===== config.mk =====
export PLATFORM = sky130hd
export DESIGN_NAME = clk_div_prog
export DESIGN_NICKNAME = d
export VERILOG_FILES = /design/src/rtl/clk_div_pkg.sv /design/src/rtl/clk_div_prog.sv
export SDC_FILE = /design/constraint.sdc
export NUM_CORES = 1
export LEC_CHECK = 0
export ABC_CLOCK_PERIOD_IN_PS = 3220
export CORE_UTILIZATION = 59
export CTS_BUF_LIST = sky130_fd_sc_hd__clkbuf_8
export DETAILED_ROUTE_END_ITERATION = 7
export MAX_ROUTING_LAYER = met4
export PLACE_DENSITY = 0.82
export SYNTH_ARGS = -nofsm -noshare
export SYNTH_HDL_FRONTEND = slang
export SYNTH_SLANG_ARGS = --single-unit

===== constraint.sdc =====
create_clock -name i_ref_clk -period 3.22 [get_ports i_ref_clk]
set_clock_uncertainty 0.15 [all_clocks]
set_input_delay 0.966 -clock i_ref_clk [delete_from_list [all_inputs] [get_ports i_ref_clk]]
set_output_delay 0.966 -clock i_ref_clk [all_outputs]
set_load 0.005 [all_outputs]

===== src/rtl/clk_div_pkg.sv =====
// rtl/clk_div_pkg.sv - shared definitions for the programmable clock divider
//
// Purpose: state encoding and small helpers shared by clk_div_prog.
// Ports:   none (package).
package clk_div_pkg;

  // Divider FSM states; encodings are fixed so that they are stable across builds.
  typedef enum logic [1:0] {
    ST_IDLE   = 2'd0,
    ST_HIGH   = 2'd1,
    ST_LOW    = 2'd2,
    ST_BYPASS = 2'd3
  } div_state_t;

  // A divider is busy only while it is producing a real divided waveform.
  function automatic logic state_is_busy(input div_state_t st);
    return (st == ST_HIGH) || (st == ST_LOW);
  endfunction

endpackage


===== src/rtl/clk_div_prog.sv =====
// rtl/clk_div_prog.sv - parametrised programmable integer clock divider
//
// Purpose: divides i_ref_clk by a programmable integer ratio N (2..2^DIV_W-1).
//   The divided clock is high for R>>1 cycles and low for the remainder, so an
//   odd ratio gets the longer low phase. Ratio changes only take effect at a
//   period boundary. A ratio below 2 selects bypass: o_div_clk held low and
//   o_div_tick asserted every cycle.
// Configuration macro: CLK_DIV_PROG_ALIGN_EN adds input i_align, which restarts
//   the period (fresh HIGH phase, ratio re-latched) from any state.
// Ports:
//   i_ref_clk    in   1      reference clock (only clock in the block)
//   i_rst        in   1      synchronous active-high reset
//   i_clk_en     in   1      divider enable; low abandons the current period
//   i_div_ratio  in   DIV_W  requested division ratio N
//   i_align      in   1      phase realign request (CLK_DIV_PROG_ALIGN_EN only)
//   o_div_clk    out  1      registered divided clock
//   o_div_tick   out  1      one-cycle pulse on each o_div_clk rise; constant 1 in bypass
//   o_busy       out  1      high while in the HIGH or LOW phase
import clk_div_pkg::*;

module clk_div_prog #(
  parameter int DIV_W = 8
) (
  input  logic             i_ref_clk,
  input  logic             i_rst,
  input  logic             i_clk_en,
  input  logic [DIV_W-1:0] i_div_ratio,
`ifdef CLK_DIV_PROG_ALIGN_EN
  input  logic             i_align,
`endif
  output logic             o_div_clk,
  output logic             o_div_tick,
  output logic             o_busy
);

  localparam logic [DIV_W-1:0] CNT_ONE   = DIV_W'(1);
  localparam logic [DIV_W-1:0] RATIO_MIN = DIV_W'(2);

  div_state_t       state;
  logic [DIV_W-1:0] cnt;
  logic [DIV_W-1:0] ratio_lat;

  // Phase lengths come from the latched ratio only, so a new request on
  // i_div_ratio can never shorten or stretch the period already running.
  logic [DIV_W-1:0] high_cnt;
  logic [DIV_W-1:0] low_cnt;
  logic             ratio_ok;
  logic             do_start;
  logic             do_bypass;

  assign high_cnt = ratio_lat >> 1;
  assign low_cnt  = ratio_lat - high_cnt;
  assign ratio_ok = (i_div_ratio >= RATIO_MIN);

  // Decide whether this cycle opens a fresh period or drops into bypass.
  // Only IDLE, BYPASS and the last LOW cycle are decision points.
  always_comb begin
    do_start  = 1'b0;
    do_bypass = 1'b0;
    case (state)
      ST_IDLE, ST_BYPASS: begin
        do_start  = ratio_ok;
        do_bypass = !ratio_ok;
      end
      ST_LOW: begin
        if (cnt == low_cnt) begin
          do_start  = ratio_ok;
          do_bypass = !ratio_ok;
        end
      end
      default: begin
        do_start  = 1'b0;
        do_bypass = 1'b0;
      end
    endcase
`ifdef CLK_DIV_PROG_ALIGN_EN
    // Realign overrides whatever phase we are in, but only towards a legal ratio.
    if (i_align && ratio_ok) begin
      do_start  = 1'b1;
      do_bypass = 1'b0;
    end
`endif
  end

  always_ff @(posedge i_ref_clk) begin
    if (i_rst) begin
      state      <= ST_IDLE;
      cnt        <= '0;
      ratio_lat  <= '0;
      o_div_clk  <= 1'b0;
      o_div_tick <= 1'b0;
      o_busy     <= 1'b0;
    end else if (!i_clk_en) begin
      // Disable abandons the period; the latched ratio is kept but unused.
      state      <= ST_IDLE;
      cnt        <= '0;
      o_div_clk  <= 1'b0;
      o_div_tick <= 1'b0;
      o_busy     <= 1'b0;
    end else if (do_start) begin
      // First HIGH cycle is counted as 1, so the rise appears one cycle after the sample.
      state      <= ST_HIGH;
      cnt        <= CNT_ONE;
      ratio_lat  <= i_div_ratio;
      o_div_clk  <= 1'b1;
      o_div_tick <= 1'b1;
      o_busy     <= state_is_busy(ST_HIGH);
    end else if (do_bypass) begin
      state      <= ST_BYPASS;
      cnt        <= '0;
      o_div_clk  <= 1'b0;
      o_div_tick <= 1'b1;
      o_busy     <= state_is_busy(ST_BYPASS);
    end else begin
      o_div_tick <= 1'b0;
      case (state)
        ST_HIGH: begin
          if (cnt == high_cnt) begin
            state     <= ST_LOW;
            cnt       <= CNT_ONE;
            o_div_clk <= 1'b0;
          end else begin
            cnt <= cnt + CNT_ONE;
          end
        end
        ST_LOW: begin
          // The boundary case (cnt == low_cnt) is always taken by do_start/do_bypass.
          cnt <= cnt + CNT_ONE;
        end
        default: begin
          // IDLE and BYPASS always resolve through do_start/do_bypass.
          state     <= ST_IDLE;
          cnt       <= '0;
          o_div_clk <= 1'b0;
          o_busy    <= 1'b0;
        end
      endcase
    end
  end

endmodule


==> flow_summary.ini, run 1 <==
[pwr]
sw_frac_of_total_pct = 30.4
switchingPower_uw = 200
internal_power_uw = 459
power_uw = 659
p_leak_nw = 0.684
combPwrFrac_pct = 30.7
power_frac_seq_pct = 43.6
vdd.ir_drop.worst_mv = 0.358
power_density_nw_per_um2 = 395
clkPwrFrac_pct = 25.8

[place]
place_ws_ns = 0.119
placedCellCount = 207
gp_congestion = 1.04
port_buffers = 13
place_hpwl_um = 2360

[clock_tree]
cts_buffers = 3
clkSlewWorstSetupHoldPaths_ns = 0.08
htree_levels = 1
cts_tree = yes
root_buffer = clkbuf_8
cts_max_path_buffers = 2
clock_sinks = 21
clock_latency_ns = 0.26
holdBufCountCts = 0

[timing]
fin_crit_sh_pct = 95.6
fin_ws_ns = 0.143
fmax_mhz = 325
post-route-min-period_ns = 3.08
slew_viol_final = 0
timing.hold.ws_ns = 0.338
hold_violations = 0
tightest_slew_ns = 0.498
tns_ns = 0
maxSlewHeadroom_pct = 66.5
rsz0062_at_grt = no
final-setup-viol-count = 0

[synthesis]
synth-xor-area-share_pct = 13.3
synth_top_family_by_area = simple AND/OR/NAND/NOR gates
synth-seq-area-share_pct = 29.0
synth-edff-count = 0
netlist_instances = 169
synth_warnings = 0
synth_area_um2 = 1450
synth-main-ff-cell = dfxtp_1
synth_compound_gate_area_share_pct = 14.5
synth_nets = 191
synthArstFlopShare_pct = 0
synth_mux_area_share_pct = 5.52
synthAdderAreaFrac_pct = 10.0
synth.distinct_cells = 37
avgSynthCellArea_um2 = 8.58
ys_ff_latch = 21
synth-simple-area-share_pct = 23.5

[floorplan]
start_util_pct = 64.3
core_area_um2 = 2250
die_x_um = 51.6
dieArea_um2 = 2660
io_pins = 14
row_count = 17
die_h_um = 51.6

[global_routing]
antenna_found_initial = 0
grt_pass1_vias = 1226
grt_pass1_wl_um = 5190
grt_max_degree = 19
grtUsageTotal_pct = 26.7
overflow = 0

[status]
status = completed

[cells_and_area]
instances_no_fill = 212
drive_gt1_share_pct = 5.98
most-common-layout-cells = 20 x dfxtp_1, 18 x nand2b_1, 16 x xor2_1, 13 x inv_1, 13 x clkdlybuf4s50_1
syn_to_final_growth_pct = 15.2
nets = 207
antenna_cells = 0
layout_commonest_cell = dfxtp_1

[detailed_routing]
wire_per_inst_um = 14.5
drt-total-wl_um = 3080
drc = 0
via_count = 1239
ant_nets = 0
drtIter0Drc = 19
dr.pass1.iters = 4
vias_per_cell = 5.84

[worst_setup_path]
cp_max_fo = 7
critical_path_class = flop to flop
critPathLaunchType = flop
end_kind = flop
arrival_ns = 3.09
cp.required_ns = 3.23

[flow_run]
maxCapViolations = 0

[worst_hold_path]
hold_class = flop to flop
-- repair_timing --
item	in CTS	in global routing
setup endpoints to repair	0	9
buffers inserted	0	1
gates resized for setup	0	1
-- metrics by stage --
step           cell area, um2  util (%)
3_3_place_gp             1600      71.1
3_5_place_dp             1600      71.1
5_1_grt                  1670      74.1
6_report                 1670      74.1
2_1_floorplan            1450         -
4_1_cts                  1650      73.1
-- cell type report --
class                      count  area, um2
clock buffer                   3       41.3
timing repair buffer          14        150
clock inverter                 1       5.00
sequential                    21        422
tap                           28       35.0
fill                         193        584
inverter                      13       48.8
multi-input combinational    132        968
-- flip-flops by register name (all words and copies together), names as in the netlist --
signal / cells
o_busy: 1
o_div_tick: 1
ratio_lat: 8
state: 2
cnt: 8
o_div_clk: 1
-- power by group through the flow --
stage                     sequential [mW]  combinational (mW)  clock, mW
after CTS                           0.287               0.193      0.177
final                               0.287               0.202      0.170
after detailed placement            0.293               0.192          0
after global placement              0.292               0.184          0
after global routing                0.289               0.222      0.186
after floorplan                     0.288               0.143          0
-- layer usage --
layer | share of wire [%] | routed length, um | vias to the layer above | GRT usage, %
met2 | 49 | 1510 | 27 | 43.9
li1 | - | - | 615 | -
met3 | 2.7 | 82 | 16 | 4.68
met4 | 3.9 | 120 | 0 | 12.6
met5 | 0 | 0 | - | -
met1 | 44 | 1370 | 581 | 31.6
-- critical path, cell delays in order (launching register included) --
cell      delay [ns]
dfxtp_1         0.44
inv_1           0.07
ha_1            0.35
and2_4          0.18
a221oi_2        0.28
a21oi_1         0.12
or3_1           0.33
a2111o_1        0.55
and2_1          0.27
a31o_2          0.25
-- synthesized netlist by cell type, drive strengths merged (6+ instances only) --
cell type   n  area, um2
inv        13       48.8
a21oi       6       41.3
mux2i       8       80.1
nand2       9       33.8
xor2       16        140
dfxtp      21        420
ha         10        125
xnor2       6       52.6
nand2b     18        113
nand3       9       45.0
o21ai       6       30.0
nor2        9       33.8
-- logic make-up after synthesis --
group | Yosys count
buffers and inverters | 16
AOI/OAI and AO/OA | 28
xor gates and xnor gates | 22
and+or+nand+nor | 63
muxes | 8
adders and majority gates | 11
DFF | 21
-- worst paths after layout --
path / start / end / slack [ns] / cells past startpoint
max: ratio_lat[5] / o_div_clk / 0.14 / 9
min: o_busy / o_busy / 0.34 / 2
max reg2reg: ratio_lat[5] / o_div_clk / 0.14 / 9
min reg2reg: o_busy / o_busy / 0.34 / 2
Power figures use the tool's default switching activity.
==> run 2, diff against run 1 <==
Settings changed: GPL_TIMING_DRIVEN from default to 0, SKIP_CTS_REPAIR_TIMING from default to 1.
==> flow_summary.ini, run 2 (same netlist as run 1, synthesis figures left out) <==
[place]
place_hpwl_um = 2310
gp_congestion = 0.867
port_buffers = 13

[cells_and_area]
top_regs = cnt: 8 flops, ratio_lat: 8 flops, state: 2 flops
most-common-layout-cells = 21 x dfxtp_1, 18 x nand2b_1, 16 x xor2_1, 13 x inv_1, 13 x clkdlybuf4s50_1
fillers = 184
seq_area_um2 = 420
nets = 210
syn_to_final_growth_pct = 16.0
layout_commonest_cell = dfxtp_1
multi_input_area_um2 = 968
drive_gt1_share_pct = 5.88
antenna_cells = 0

[worst_setup_path]
cpPeakStageDelay_ns = 0.52
arrival_ns = 3.14
critPathLaunchType = flop
critical_path_class = flop to flop
crit_end = ratio_lat[5]
path_depth = 10
worst-path-buf-inv = 2
worstPathCellList = inv_1, ha_1, and2_4, a221oi_2, a21oi_1, or3_1, a2111o_1, a21oi_4, buf_12, mux2i_1
reg2reg_to = ratio_lat[5]
critPathTopFamily = compound AO/OA/AOI/OAI gates
r2r_start = ratio_lat[4]
rr_worst_depth = 10
ff2ff_setup_slack_ns = 0.12
cp.required_ns = 3.26
cp_max_fo = 7
end_kind = flop
cp_slowest_cell = a2111o_1
cp-startpoint = ratio_lat[4]

[timing]
slew_viol_final = 0
fmax_mhz = 322
rsz0062_at_grt = no
fin_crit_sh_pct = 96.3
maxSlewHeadroom_pct = 70.5
timing.hold.ws_ns = 0.333
tns_ns = 0
post-route-min-period_ns = 3.10
tightest_slew_ns = 0.438
final-setup-viol-count = 0
hold_violations = 0

[clock_tree]
clock_latency_ns = 0.26
htree_levels = 1
clkSlewWorstSetupHoldPaths_ns = 0.08
cts_tree = yes
clock_sinks = 21
cts_buffers = 3
root_buffer = clkbuf_8
cts_max_path_buffers = 2

[global_routing]
grtUsageTotal_pct = 26.1
grt_pass1_wl_um = 5050
overflow = 0
grt_pass1_vias = 1216
grt_max_degree = 13
antenna_found_initial = 0

[pwr]
p_leak_nw = 0.692
vdd.ir_drop.worst_mv = 0.280
power_density_nw_per_um2 = 393

[floorplan]
row_count = 17
io_pins = 14
core_area_um2 = 2250
die_h_um = 51.6
start_util_pct = 64.3
dieArea_um2 = 2660
die_x_um = 51.6

[detailed_routing]
wire_per_inst_um = 13.9
vias_per_cell = 5.69
ant_nets = 0
drt-total-wl_um = 2980
via_count = 1223
drc = 0
drtIter0Drc = 12
dr.pass1.iters = 4

[worst_hold_path]
hold_class = flop to flop

[flow_run]
maxCapViolations = 0

[status]
status = completed
-- run 2: changes by cell type in the layout (fill, tap and decap cells not counted) --
| cell | delta |
|---|---|
| clkbuf_1 | +2 |
| buf_2 | +1 |
| dfxtp_1 | +1 |
| dfxtp_2 | -1 |
-- run 2: worst min-delay path, cell delays in order, from the launching register on --
cell     delay (ns)
dfxtp_1        0.31
nand4_1        0.06
o21ai_0        0.06
-- run 2: per-stage QoR --
| stage | utilization [%] | total power [mW] | cell area [um2] | worst slack [ns] | cells |
|---|---|---|---|---|---|
| after floorplan | - | 0.431 | 1450 | 0.427 | 169 |
| after global placement | 71.6 | 0.471 | 1620 | 0.205 | 210 |
| after detailed placement | 71.6 | 0.483 | 1620 | 0.0470 | 210 |
| after CTS | 73.7 | 0.656 | 1660 | 0.0177 | 214 |
| after global routing | 74.6 | 0.694 | 1680 | 0.0125 | 215 |
| final | 74.6 | 0.662 | 1680 | 0.118 | 215 |
-- run 2: area by class of cell --
| cell class | count | area share, % |
|---|---|---|
| multi-input cells | 132 | 57.6 |
| flip-flops and latches | 21 | 25.0 |
| repair buffers | 14 | 8.93 |
| inverters | 13 | 2.90 |
| clock buffers | 3 | 2.46 |
| well taps | 28 | 2.08 |
| plain buffers | 3 | 0.744 |
| clock inverters | 1 | 0.298 |
-- run 2: power by group --
group          internal, mW  switching, mW  leakage (nW)  total, mW
registers             0.272         0.0145         0.171      0.286
logic                 0.101         0.0997         0.495      0.201
clock network        0.0863         0.0887        0.0255      0.175
total                 0.459          0.203         0.692      0.662
-- run 2: worst min path at each step --
stage	start	end	slack, ns	depth (start not counted)
global route	o_div_clk	o_div_clk	0.37	1
detailed placement	ratio_lat[0]	ratio_lat[0]	0.33	2
floorplan	ratio_lat[0]	ratio_lat[0]	0.30	2
finish	o_busy	o_busy	0.33	2
global placement	ratio_lat[0]	ratio_lat[0]	0.31	2
CTS	o_busy	o_busy	0.34	2
-- run 2: metal layers --
layer  GRT usage [%]  vias up  routed length [um]
li1                -      623                   -
met1            30.7      567                1380
met2            45.0       25                1490
met3            2.63        8                  55
met4            11.3        0                  57
met5               -        -                   0
